===== src/rtl/wb_arbiter_if.sv =====
// Bus bundle between functional units, the writeback arbiter and the register file.
// The master side produces results; the slave side (the arbiter) accepts and writes them.
interface wb_arbiter_if #(
    parameter int NUM_FUS = 4,
    parameter int DATA_W  = 32,
    parameter int PREG_W  = 6
);
    localparam int OCC_W = $clog2(NUM_FUS + 1);

    logic [NUM_FUS-1:0]             fu_valid;
    logic [NUM_FUS-1:0][PREG_W-1:0] fu_dst;
    logic [NUM_FUS-1:0][DATA_W-1:0] fu_val;
    logic [NUM_FUS-1:0]             fu_ready;

    logic [NUM_FUS-1:0]             fwd_valid;
    logic [NUM_FUS-1:0][PREG_W-1:0] fwd_dst;
    logic [NUM_FUS-1:0][DATA_W-1:0] fwd_val;

    logic                           wb_fwd_valid;
    logic [PREG_W-1:0]              wb_fwd_dst;
    logic [DATA_W-1:0]              wb_fwd_val;

    logic                           rf_we;
    logic [PREG_W-1:0]              rf_waddr;
    logic [DATA_W-1:0]              rf_wdata;

    logic [OCC_W-1:0]               occupancy;

    modport master (
        output fu_valid, fu_dst, fu_val,
        input  fu_ready, fwd_valid, fwd_dst, fwd_val,
        input  wb_fwd_valid, wb_fwd_dst, wb_fwd_val,
        input  rf_we, rf_waddr, rf_wdata, occupancy
    );

    modport slave (
        input  fu_valid, fu_dst, fu_val,
        output fu_ready, fwd_valid, fwd_dst, fwd_val,
        output wb_fwd_valid, wb_fwd_dst, wb_fwd_val,
        output rf_we, rf_waddr, rf_wdata, occupancy
    );
endinterface


===== src/rtl/wb_arbiter.sv =====
// Writeback arbiter: one holding slot per FU, round-robin grant to a single RF write port,
// with per-slot and write-stage forwarding broadcasts.
module wb_arbiter_slot #(
    parameter int DATA_W = 32,
    parameter int PREG_W = 6
) (
    input  logic              clk,
    input  logic              rst,
    input  logic              flush_i,
    input  logic              take_i,
    input  logic              clear_i,
    input  logic [PREG_W-1:0] dst_i,
    input  logic [DATA_W-1:0] val_i,
    output logic              valid_o,
    output logic [PREG_W-1:0] dst_o,
    output logic [DATA_W-1:0] val_o
);
    logic              valid_q, valid_d;
    logic [PREG_W-1:0] dst_q, dst_d;
    logic [DATA_W-1:0] val_q, val_d;

    // A refill on the granting edge wins over the clear.
    always_comb begin
        valid_d = valid_q;
        dst_d   = dst_q;
        val_d   = val_q;
        if (flush_i) begin
            valid_d = 1'b0;
        end else if (take_i) begin
            valid_d = 1'b1;
            dst_d   = dst_i;
            val_d   = val_i;
        end else if (clear_i) begin
            valid_d = 1'b0;
        end
    end

    always_ff @(posedge clk) begin
        if (rst) begin
            valid_q <= 1'b0;
            dst_q   <= '0;
            val_q   <= '0;
        end else begin
            valid_q <= valid_d;
            dst_q   <= dst_d;
            val_q   <= val_d;
        end
    end

    assign valid_o = valid_q;
    assign dst_o   = dst_q;
    assign val_o   = val_q;
endmodule

module wb_arbiter #(
    parameter int NUM_FUS = 4,
    parameter int DATA_W  = 32,
    parameter int PREG_W  = 6
) (
    input  logic         clk,
    input  logic         rst,
    input  logic         flush,
    wb_arbiter_if.slave  bus
);
    localparam int PTR_W = (NUM_FUS > 1) ? $clog2(NUM_FUS) : 1;
    localparam int OCC_W = $clog2(NUM_FUS + 1);

    logic [NUM_FUS-1:0]             slot_v, take, gnt, ready;
    logic [NUM_FUS-1:0][PREG_W-1:0] slot_dst;
    logic [NUM_FUS-1:0][DATA_W-1:0] slot_val;

    logic [PTR_W-1:0]  rr_q, rr_d, gnt_idx;
    logic              gnt_vld;
    logic              rf_we_q, rf_we_d;
    logic [PREG_W-1:0] waddr_q, waddr_d;
    logic [DATA_W-1:0] wdata_q, wdata_d;
    logic [OCC_W-1:0]  occ_q, occ_d;
    int                nfill;

    // First valid slot at or after rr_q, wrapping; flush suppresses the grant.
    always_comb begin : arb
        int idx;
        gnt_vld = 1'b0;
        gnt_idx = '0;
        gnt     = '0;
        idx     = 0;
        if (!flush) begin
            for (int k = 0; k < NUM_FUS; k++) begin
                idx = int'(rr_q) + k;
                if (idx >= NUM_FUS) idx = idx - NUM_FUS;
                if (!gnt_vld && slot_v[idx]) begin
                    gnt_vld = 1'b1;
                    gnt_idx = PTR_W'(idx);
                end
            end
        end
        if (gnt_vld) gnt[gnt_idx] = 1'b1;
    end

    assign ready = (rst || flush) ? '0 : (~slot_v | gnt);

    for (genvar i = 0; i < NUM_FUS; i++) begin : g_slot
        // Writes to physical register 0 are handshaken and dropped.
        assign take[i] = bus.fu_valid[i] & ready[i] & (|bus.fu_dst[i]);

        wb_arbiter_slot #(.DATA_W(DATA_W), .PREG_W(PREG_W)) u_slot (
            .clk     (clk),
            .rst     (rst),
            .flush_i (flush),
            .take_i  (take[i]),
            .clear_i (gnt[i]),
            .dst_i   (bus.fu_dst[i]),
            .val_i   (bus.fu_val[i]),
            .valid_o (slot_v[i]),
            .dst_o   (slot_dst[i]),
            .val_o   (slot_val[i])
        );
    end

    always_comb begin
        nfill = 0;
        for (int i = 0; i < NUM_FUS; i++) nfill = nfill + int'(take[i]);
    end

    always_comb begin
        rr_d    = rr_q;
        rf_we_d = 1'b0;
        waddr_d = waddr_q;
        wdata_d = wdata_q;
        occ_d   = OCC_W'(int'(occ_q) + nfill - int'(gnt_vld));
        if (flush) occ_d = '0;
        if (gnt_vld) begin
            rf_we_d = 1'b1;
            waddr_d = slot_dst[gnt_idx];
            wdata_d = slot_val[gnt_idx];
            rr_d    = (gnt_idx == PTR_W'(NUM_FUS - 1)) ? '0 : gnt_idx + PTR_W'(1);
        end
    end

    always_ff @(posedge clk) begin
        if (rst) begin
            rr_q    <= '0;
            rf_we_q <= 1'b0;
            waddr_q <= '0;
            wdata_q <= '0;
            occ_q   <= '0;
        end else begin
            rr_q    <= rr_d;
            rf_we_q <= rf_we_d;
            waddr_q <= waddr_d;
            wdata_q <= wdata_d;
            occ_q   <= occ_d;
        end
    end

    assign bus.fu_ready     = ready;
    assign bus.fwd_valid    = slot_v;
    assign bus.fwd_dst      = slot_dst;
    assign bus.fwd_val      = slot_val;
    assign bus.rf_we        = rf_we_q;
    assign bus.rf_waddr     = waddr_q;
    assign bus.rf_wdata     = wdata_q;
    assign bus.wb_fwd_valid = rf_we_q;
    assign bus.wb_fwd_dst   = waddr_q;
    assign bus.wb_fwd_val   = wdata_q;
    assign bus.occupancy    = occ_q;
endmodule


===== src/flat_wrapper.sv =====
// flat-port wrapper written by rule: the top's interface ports become plain ports
module wb_arbiter_flat 
#(
    parameter int NUM_FUS = 4,
    parameter int DATA_W  = 32,
    parameter int PREG_W  = 6
)
  (clk, rst, flush, bus_fu_valid, bus_fu_dst, bus_fu_val, bus_fu_ready, bus_fwd_valid, bus_fwd_dst, bus_fwd_val, bus_wb_fwd_valid, bus_wb_fwd_dst, bus_wb_fwd_val, bus_rf_we, bus_rf_waddr, bus_rf_wdata, bus_occupancy);
  wb_arbiter_if #(.NUM_FUS(NUM_FUS), .DATA_W(DATA_W), .PREG_W(PREG_W)) bus_i ();
  input  logic clk;
  input  logic rst;
  input  logic flush;
  input wire logic [$bits(bus_i.fu_valid)-1:0] bus_fu_valid;
  input wire logic [$bits(bus_i.fu_dst)-1:0] bus_fu_dst;
  input wire logic [$bits(bus_i.fu_val)-1:0] bus_fu_val;
  output wire logic [$bits(bus_i.fu_ready)-1:0] bus_fu_ready;
  output wire logic [$bits(bus_i.fwd_valid)-1:0] bus_fwd_valid;
  output wire logic [$bits(bus_i.fwd_dst)-1:0] bus_fwd_dst;
  output wire logic [$bits(bus_i.fwd_val)-1:0] bus_fwd_val;
  output wire logic [$bits(bus_i.wb_fwd_valid)-1:0] bus_wb_fwd_valid;
  output wire logic [$bits(bus_i.wb_fwd_dst)-1:0] bus_wb_fwd_dst;
  output wire logic [$bits(bus_i.wb_fwd_val)-1:0] bus_wb_fwd_val;
  output wire logic [$bits(bus_i.rf_we)-1:0] bus_rf_we;
  output wire logic [$bits(bus_i.rf_waddr)-1:0] bus_rf_waddr;
  output wire logic [$bits(bus_i.rf_wdata)-1:0] bus_rf_wdata;
  output wire logic [$bits(bus_i.occupancy)-1:0] bus_occupancy;
  assign bus_i.fu_valid = bus_fu_valid;
  assign bus_i.fu_dst = bus_fu_dst;
  assign bus_i.fu_val = bus_fu_val;
  assign bus_fu_ready = bus_i.fu_ready;
  assign bus_fwd_valid = bus_i.fwd_valid;
  assign bus_fwd_dst = bus_i.fwd_dst;
  assign bus_fwd_val = bus_i.fwd_val;
  assign bus_wb_fwd_valid = bus_i.wb_fwd_valid;
  assign bus_wb_fwd_dst = bus_i.wb_fwd_dst;
  assign bus_wb_fwd_val = bus_i.wb_fwd_val;
  assign bus_rf_we = bus_i.rf_we;
  assign bus_rf_waddr = bus_i.rf_waddr;
  assign bus_rf_wdata = bus_i.rf_wdata;
  assign bus_occupancy = bus_i.occupancy;
  wb_arbiter #(.NUM_FUS(NUM_FUS), .DATA_W(DATA_W), .PREG_W(PREG_W)) u_core (.clk(clk), .rst(rst), .flush(flush), .bus(bus_i));
endmodule

===== config.mk =====
export PLATFORM = sky130hd
export DESIGN_NAME = wb_arbiter_flat
export DESIGN_NICKNAME = d
export VERILOG_FILES = /design/src/rtl/wb_arbiter_if.sv /design/src/rtl/wb_arbiter.sv /design/src/flat_wrapper.sv
export SDC_FILE = /design/constraint.sdc
export NUM_CORES = 1
export LEC_CHECK = 0
export CAP_MARGIN = 20
export CORE_AREA = 2 2 156 158
export CTS_BUF_LIST = sky130_fd_sc_hd__clkbuf_8
export CTS_CLUSTER_SIZE = 8
export DETAILED_ROUTE_END_ITERATION = 8
export DIE_AREA = 0 0 158 160
export GPL_ROUTABILITY_DRIVEN = 0
export PLACE_DENSITY = 0.77
export RECOVER_POWER = 25
export SYNTH_ARGS = -nofsm -noshare
export SYNTH_HDL_FRONTEND = slang
export SYNTH_SLANG_ARGS = --single-unit

===== constraint.sdc =====
create_clock -name clk -period 5.8 [get_ports clk]
set_input_delay 1.74 -clock clk [delete_from_list [all_inputs] [get_ports clk]]
set_output_delay 1.74 -clock clk [all_outputs]
set_load 0.03 [all_outputs]

==> metrics.txt <==
# TYPE chip_impl_metric gauge
chip_impl_info{name="run_status",value="finished, violations left"} 1
chip_impl_info{name="failed_checks",value="capacitance limit, slew limit"} 1
chip_impl_metric{name="buffer_ports.inserted",unit=""} 399
chip_impl_metric{name="seq_power_share",unit="%"} 48.6
chip_impl_info{name="top_post_synthesis_cells_by_area",value="sky130_fd_sc_hd__dfxtp_1 (45%), sky130_fd_sc_hd__nand2_1 (13%), sky130_fd_sc_hd__a21oi_1 (9.2%), sky130_fd_sc_hd__buf_4 (4.7%), sky130_fd_sc_hd__o31ai_1 (4.4%)"} 1
chip_impl_info{name="setup.worst_path.start",value="flush"} 1
chip_impl_metric{name="globalRouteOverflowTotal",unit=""} 0
chip_impl_metric{name="synth-warning-count",unit=""} 0
chip_impl_metric{name="floorplan.initialDensity",unit="%"} 37.4
chip_impl_metric{name="period_needed",unit="ps"} 5200
chip_impl_metric{name="p_total",unit="µW"} 3070
chip_impl_metric{name="min_delay_path_depth",unit=""} 2
chip_impl_metric{name="dieHeight",unit="µm"} 160
chip_impl_metric{name="post-synth-top-area-fraction",unit="%"} 44.9
chip_impl_metric{name="cts.repair.resized",unit=""} 0
chip_impl_metric{name="post_drt_wl_per_cell",unit="µm"} 20.3
chip_impl_info{name="kind_of_start_point_of_the_critical_path",value="primary input"} 1
chip_impl_metric{name="cts-buffers-inserted",unit=""} 17
chip_impl_metric{name="p_sw",unit="µW"} 1020
chip_impl_metric{name="multi_input_area",unit="µm²"} 3990
chip_impl_metric{name="holdBufCountCts",unit=""} 0
chip_impl_metric{name="core_area",unit="µm²"} 23800
chip_impl_metric{name="maxSlewHeadroom",unit="%"} -25.9
chip_impl_metric{name="diodes",unit=""} 0
chip_impl_metric{name="seq_area_frac_synth",unit="%"} 44.9
chip_impl_metric{name="floorplan.die.width",unit="µm"} 158
chip_impl_info{name="cts_tree",value="built"} 1
chip_impl_metric{name="synth.distinct_cells",unit=""} 54
chip_impl_metric{name="power.share.combinational",unit="%"} 23.4
chip_impl_metric{name="fmaxAchievable",unit="MHz"} 192
chip_impl_info{name="clock_tree.root_cell",value="sky130_fd_sc_hd__clkbuf_8"} 1
chip_impl_metric{name="post_synth.cell_area_avg",unit="µm²"} 8.47
chip_impl_info{name="setup.worst_path.end",value="bus_fu_ready[0]"} 1
chip_impl_info{name="holdCritPathClass",value="flip-flop to flip-flop"} 1
chip_impl_metric{name="fillers",unit=""} 2255
chip_impl_metric{name="register_to_register_setup_slack",unit="ps"} 1530
chip_impl_metric{name="dieArea",unit="µm²"} 25300
chip_impl_metric{name="rows",unit=""} 57
chip_impl_metric{name="cts_num_sinks",unit=""} 200
chip_impl_metric{name="drt-initial-drc-count",unit=""} 556
chip_impl_metric{name="number_of_antenna_violations_at_the_first_check_in_global_routing",unit=""} 0
chip_impl_metric{name="vias_in_the_first_global_route",unit=""} 8757
chip_impl_metric{name="first_pass_grt_wire_length",unit="µm"} 50800
chip_impl_info{name="synthDominantAreaCellType",value="sky130_fd_sc_hd__dfxtp_1"} 1
chip_impl_metric{name="crit_fanout",unit=""} 29
chip_impl_metric{name="seq_area",unit="µm²"} 4000
chip_impl_metric{name="timing.final.crit_share",unit="%"} 89.7
chip_impl_metric{name="detail_route.vias_per_cell",unit=""} 5.27
chip_impl_metric{name="fraction_of_power_spent_switching_nets",unit="%"} 33.1
chip_impl_metric{name="routed-via-count",unit=""} 8946
chip_impl_info{name="endpoint_kind",value="primary output"} 1
chip_impl_metric{name="detailedPlace.worstSlack",unit="ps"} 521
chip_impl_info{name="crit-reg2reg-capture",value="u_core.bus.occupancy[2]$_SDFF_PP0_"} 1
chip_impl_metric{name="maximum_number_of_pins_on_one_net_before_global_route_repair",unit=""} 81
chip_impl_metric{name="post-route-worst-setup-slack",unit="ps"} 597
chip_impl_metric{name="io-pin-count",unit=""} 400
chip_impl_metric{name="power_per_cell_area",unit="nW/µm²"} 237
chip_impl_metric{name="first_pass_iters",unit=""} 5
chip_impl_metric{name="hpwlAfterDp",unit="µm"} 25400
chip_impl_info{name="post-synth-top-count-cell",value="sky130_fd_sc_hd__nand2_1"} 1
chip_impl_metric{name="setup_viol_count_final",unit=""} 0
chip_impl_metric{name="worst_ep_required_time",unit="ps"} 4060
chip_impl_info{name="yosys-top-cells-count",value="sky130_fd_sc_hd__nand2_1 (317), sky130_fd_sc_hd__dfxtp_1 (200), sky130_fd_sc_hd__a21oi_1 (163), sky130_fd_sc_hd__buf_4 (56), sky130_fd_sc_hd__o31ai_1 (52)"} 1
chip_impl_metric{name="final-hold-violation-count",unit=""} 0
chip_impl_metric{name="route.antenna.remaining_nets",unit=""} 0
chip_impl_metric{name="power_report.internal_total",unit="µW"} 2050
chip_impl_metric{name="synth_async_sr_flop_share",unit="%"} 0
chip_impl_metric{name="cp.arrival",unit="ps"} 3460
chip_impl_metric{name="tightest_slew",unit="ps"} 1890
chip_impl_info{name="rr_startpoint",value="u_core.g_slot[1].u_slot.valid_o$_SDFFE_PP0P_"} 1
chip_impl_metric{name="layout-area-overhead-vs-synth",unit="%"} 45.5
chip_impl_metric{name="synth.ff_latch_count",unit=""} 200
chip_impl_metric{name="clock_power_share",unit="%"} 28.0
chip_impl_info{name="yosys_most_used_dff",value="sky130_fd_sc_hd__dfxtp_1"} 1
chip_impl_metric{name="cts-htree-levels",unit=""} 4
chip_impl_info{name="worst-setup-path-type",value="primary input to primary output"} 1
chip_impl_metric{name="syn-num-nets",unit=""} 1223
chip_impl_metric{name="post-cts-setup-buffers",unit=""} 0
chip_impl_metric{name="path_clk_slew",unit="ps"} 100
chip_impl_metric{name="postRouteWirelength",unit="µm"} 34500
chip_impl_metric{name="power.ir.vdd_worst",unit="mV"} 0.121
chip_impl_metric{name="clk-insertion-delay-late",unit="ps"} 470
chip_impl_metric{name="fraction_of_final_layout_cells_with_drive_strength_greater_than_1",unit="%"} 8.00
chip_impl_metric{name="max_cap_violations",unit=""} 2
chip_impl_metric{name="drt_drc_violations_left",unit=""} 0
chip_impl_metric{name="post_synth_instance_area",unit="µm²"} 8910
chip_impl_metric{name="grt_usage",unit="%"} 26.4
chip_impl_metric{name="post_synth_inst_count",unit=""} 1053
chip_impl_metric{name="fin_tns_setup",unit="ps"} 0
chip_impl_info{name="rsz0062_at_grt",value="false"} 1
chip_impl_metric{name="final_max_tran_viols",unit=""} 70
chip_impl_metric{name="synth_edf_count",unit=""} 0
chip_impl_metric{name="final_setup_skew",unit="ps"} 17.3
chip_impl_metric{name="finish.net_count",unit=""} 1534
chip_impl_metric{name="leakage_power",unit="µW"} 0.00471
chip_impl_metric{name="clockBufferDepth",unit=""} 2
chip_impl_metric{name="r2r.worst_path.cells",unit=""} 18
==> worst max-delay path, cell delays in order <==
cell and delay [ps]:
sky130_fd_sc_hd__clkbuf_1 120, sky130_fd_sc_hd__a211oi_1 180, sky130_fd_sc_hd__o21a_2 200, sky130_fd_sc_hd__buf_4 330, sky130_fd_sc_hd__inv_1 140, sky130_fd_sc_hd__ha_1 210
sky130_fd_sc_hd__nand2b_1 150, sky130_fd_sc_hd__nor2b_2 200, sky130_fd_sc_hd__buf_4 180
==> flip-flops by register name, summed over array words and instances, names as in the netlist <==
register,cells
u_core.bus.rf_wdata,32
u_core.g_slot.u_slot.val_o,128
u_core.bus.rf_we,1
u_core.bus.occupancy,3
u_core.rr_q,2
u_core.bus.rf_waddr,6
u_core.g_slot.u_slot.dst_o,24
u_core.g_slot.u_slot.valid_o,4
==> kinds of logic (layout without fill, tap and decap cells) <==
| kind of cell | after synthesis | in the layout | share of synthesized area [%] |
|---|---|---|---|
| fa+ha+maj | 11 | 11 | 1.71 |
| mux | 14 | 14 | 1.57 |
| simple gates | 358 | 358 | 16.7 |
| xor+xnor | 3 | 3 | 0.295 |
| flops | 200 | 200 | 44.9 |
| buf+inv | 144 | 466 | 9.81 |
| compound gates | 323 | 323 | 25.0 |
==> power by group through the flow <==
| stage | registers, µW | clock network [µW] | logic (µW) |
|---|---|---|---|
| detailed placement | 1520 | 0 | 731 |
| finish | 1490 | 860 | 719 |
| floorplan | 1620 | 0 | 313 |
| global placement | 1520 | 0 | 724 |
| CTS | 1490 | 886 | 734 |
| global route | 1500 | 930 | 762 |
==> area by class of cell <==
| class | count | share of cell area, % |
|---|---|---|
| Inverter | 19 | 0.569 |
| Multi-Input combinational cell | 709 | 30.7 |
| Clock buffer | 18 | 1.91 |
| Tap cell | 324 | 3.13 |
| Timing Repair Buffer | 417 | 31.9 |
| Clock inverter | 12 | 0.878 |
| Sequential cell | 200 | 30.9 |
==> stage by stage <==
step	hold slack [ps]	instances	util (%)	cell area, µm²
after floorplan	501	1053	-	8910
after global placement	455	1668	53.1	12700
after detailed placement	463	1668	53.1	12700
after CTS	478	1698	54.6	13000
after global routing	495	1699	54.5	13000
final	473	1699	54.5	13000
==> worst min path at each step <==
| stage | slack [ps] | startpoint | to |
|---|---|---|---|
| finish | 470 | u_core.g_slot[2].u_slot.val_o[12]$_SDFFE_PP0P_ | u_core.g_slot[2].u_slot.val_o[12]$_SDFFE_PP0P_ |
| global route | 500 | u_core.g_slot[1].u_slot.val_o[11]$_SDFFE_PP0P_ | u_core.g_slot[1].u_slot.val_o[11]$_SDFFE_PP0P_ |
| CTS | 480 | u_core.g_slot[1].u_slot.dst_o[0]$_SDFFE_PP0P_ | u_core.g_slot[1].u_slot.dst_o[0]$_SDFFE_PP0P_ |
| detailed placement | 460 | u_core.g_slot[2].u_slot.val_o[7]$_SDFFE_PP0P_ | u_core.g_slot[2].u_slot.val_o[7]$_SDFFE_PP0P_ |
| global placement | 460 | u_core.g_slot[0].u_slot.val_o[2]$_SDFFE_PP0P_ | u_core.g_slot[0].u_slot.val_o[2]$_SDFFE_PP0P_ |
| floorplan | 500 | u_core.g_slot[2].u_slot.valid_o$_SDFFE_PP0P_ | u_core.g_slot[2].u_slot.valid_o$_SDFFE_PP0P_ |
==> cell usage in the layout, fill, tap and decap left out, drive strengths merged, types with 4 or more instances in the layout <==
cell / Yosys / routed
or4: 4 / 4
o31ai: 56 / 56
buf: 92 / 22
nor2: 11 / 11
o22ai: 28 / 28
dlygate4sd3: 0 / 91
o211ai: 8 / 8
clkbuf: 33 / 20
clkdlybuf4s50: 0 / 302
nor2b: 8 / 8
ha: 9 / 9
nand2: 318 / 318
nor3: 7 / 7
nand2b: 5 / 5
dfxtp: 200 / 200
o221ai: 8 / 8
clkinv: 2 / 9
o221a: 26 / 26
a21oi: 184 / 184
inv: 17 / 21
mux2i: 14 / 14
==> per-layer routing <==
layer	global-route usage, %	routed length (µm)	vias up
met4	10.1	1140	0
li1	-	-	4220
met1	28.9	13100	4288
met3	6.49	2550	52
met2	48.4	17700	386
met5	0	0	-
Note: power is estimated with default switching activity, not from simulation.
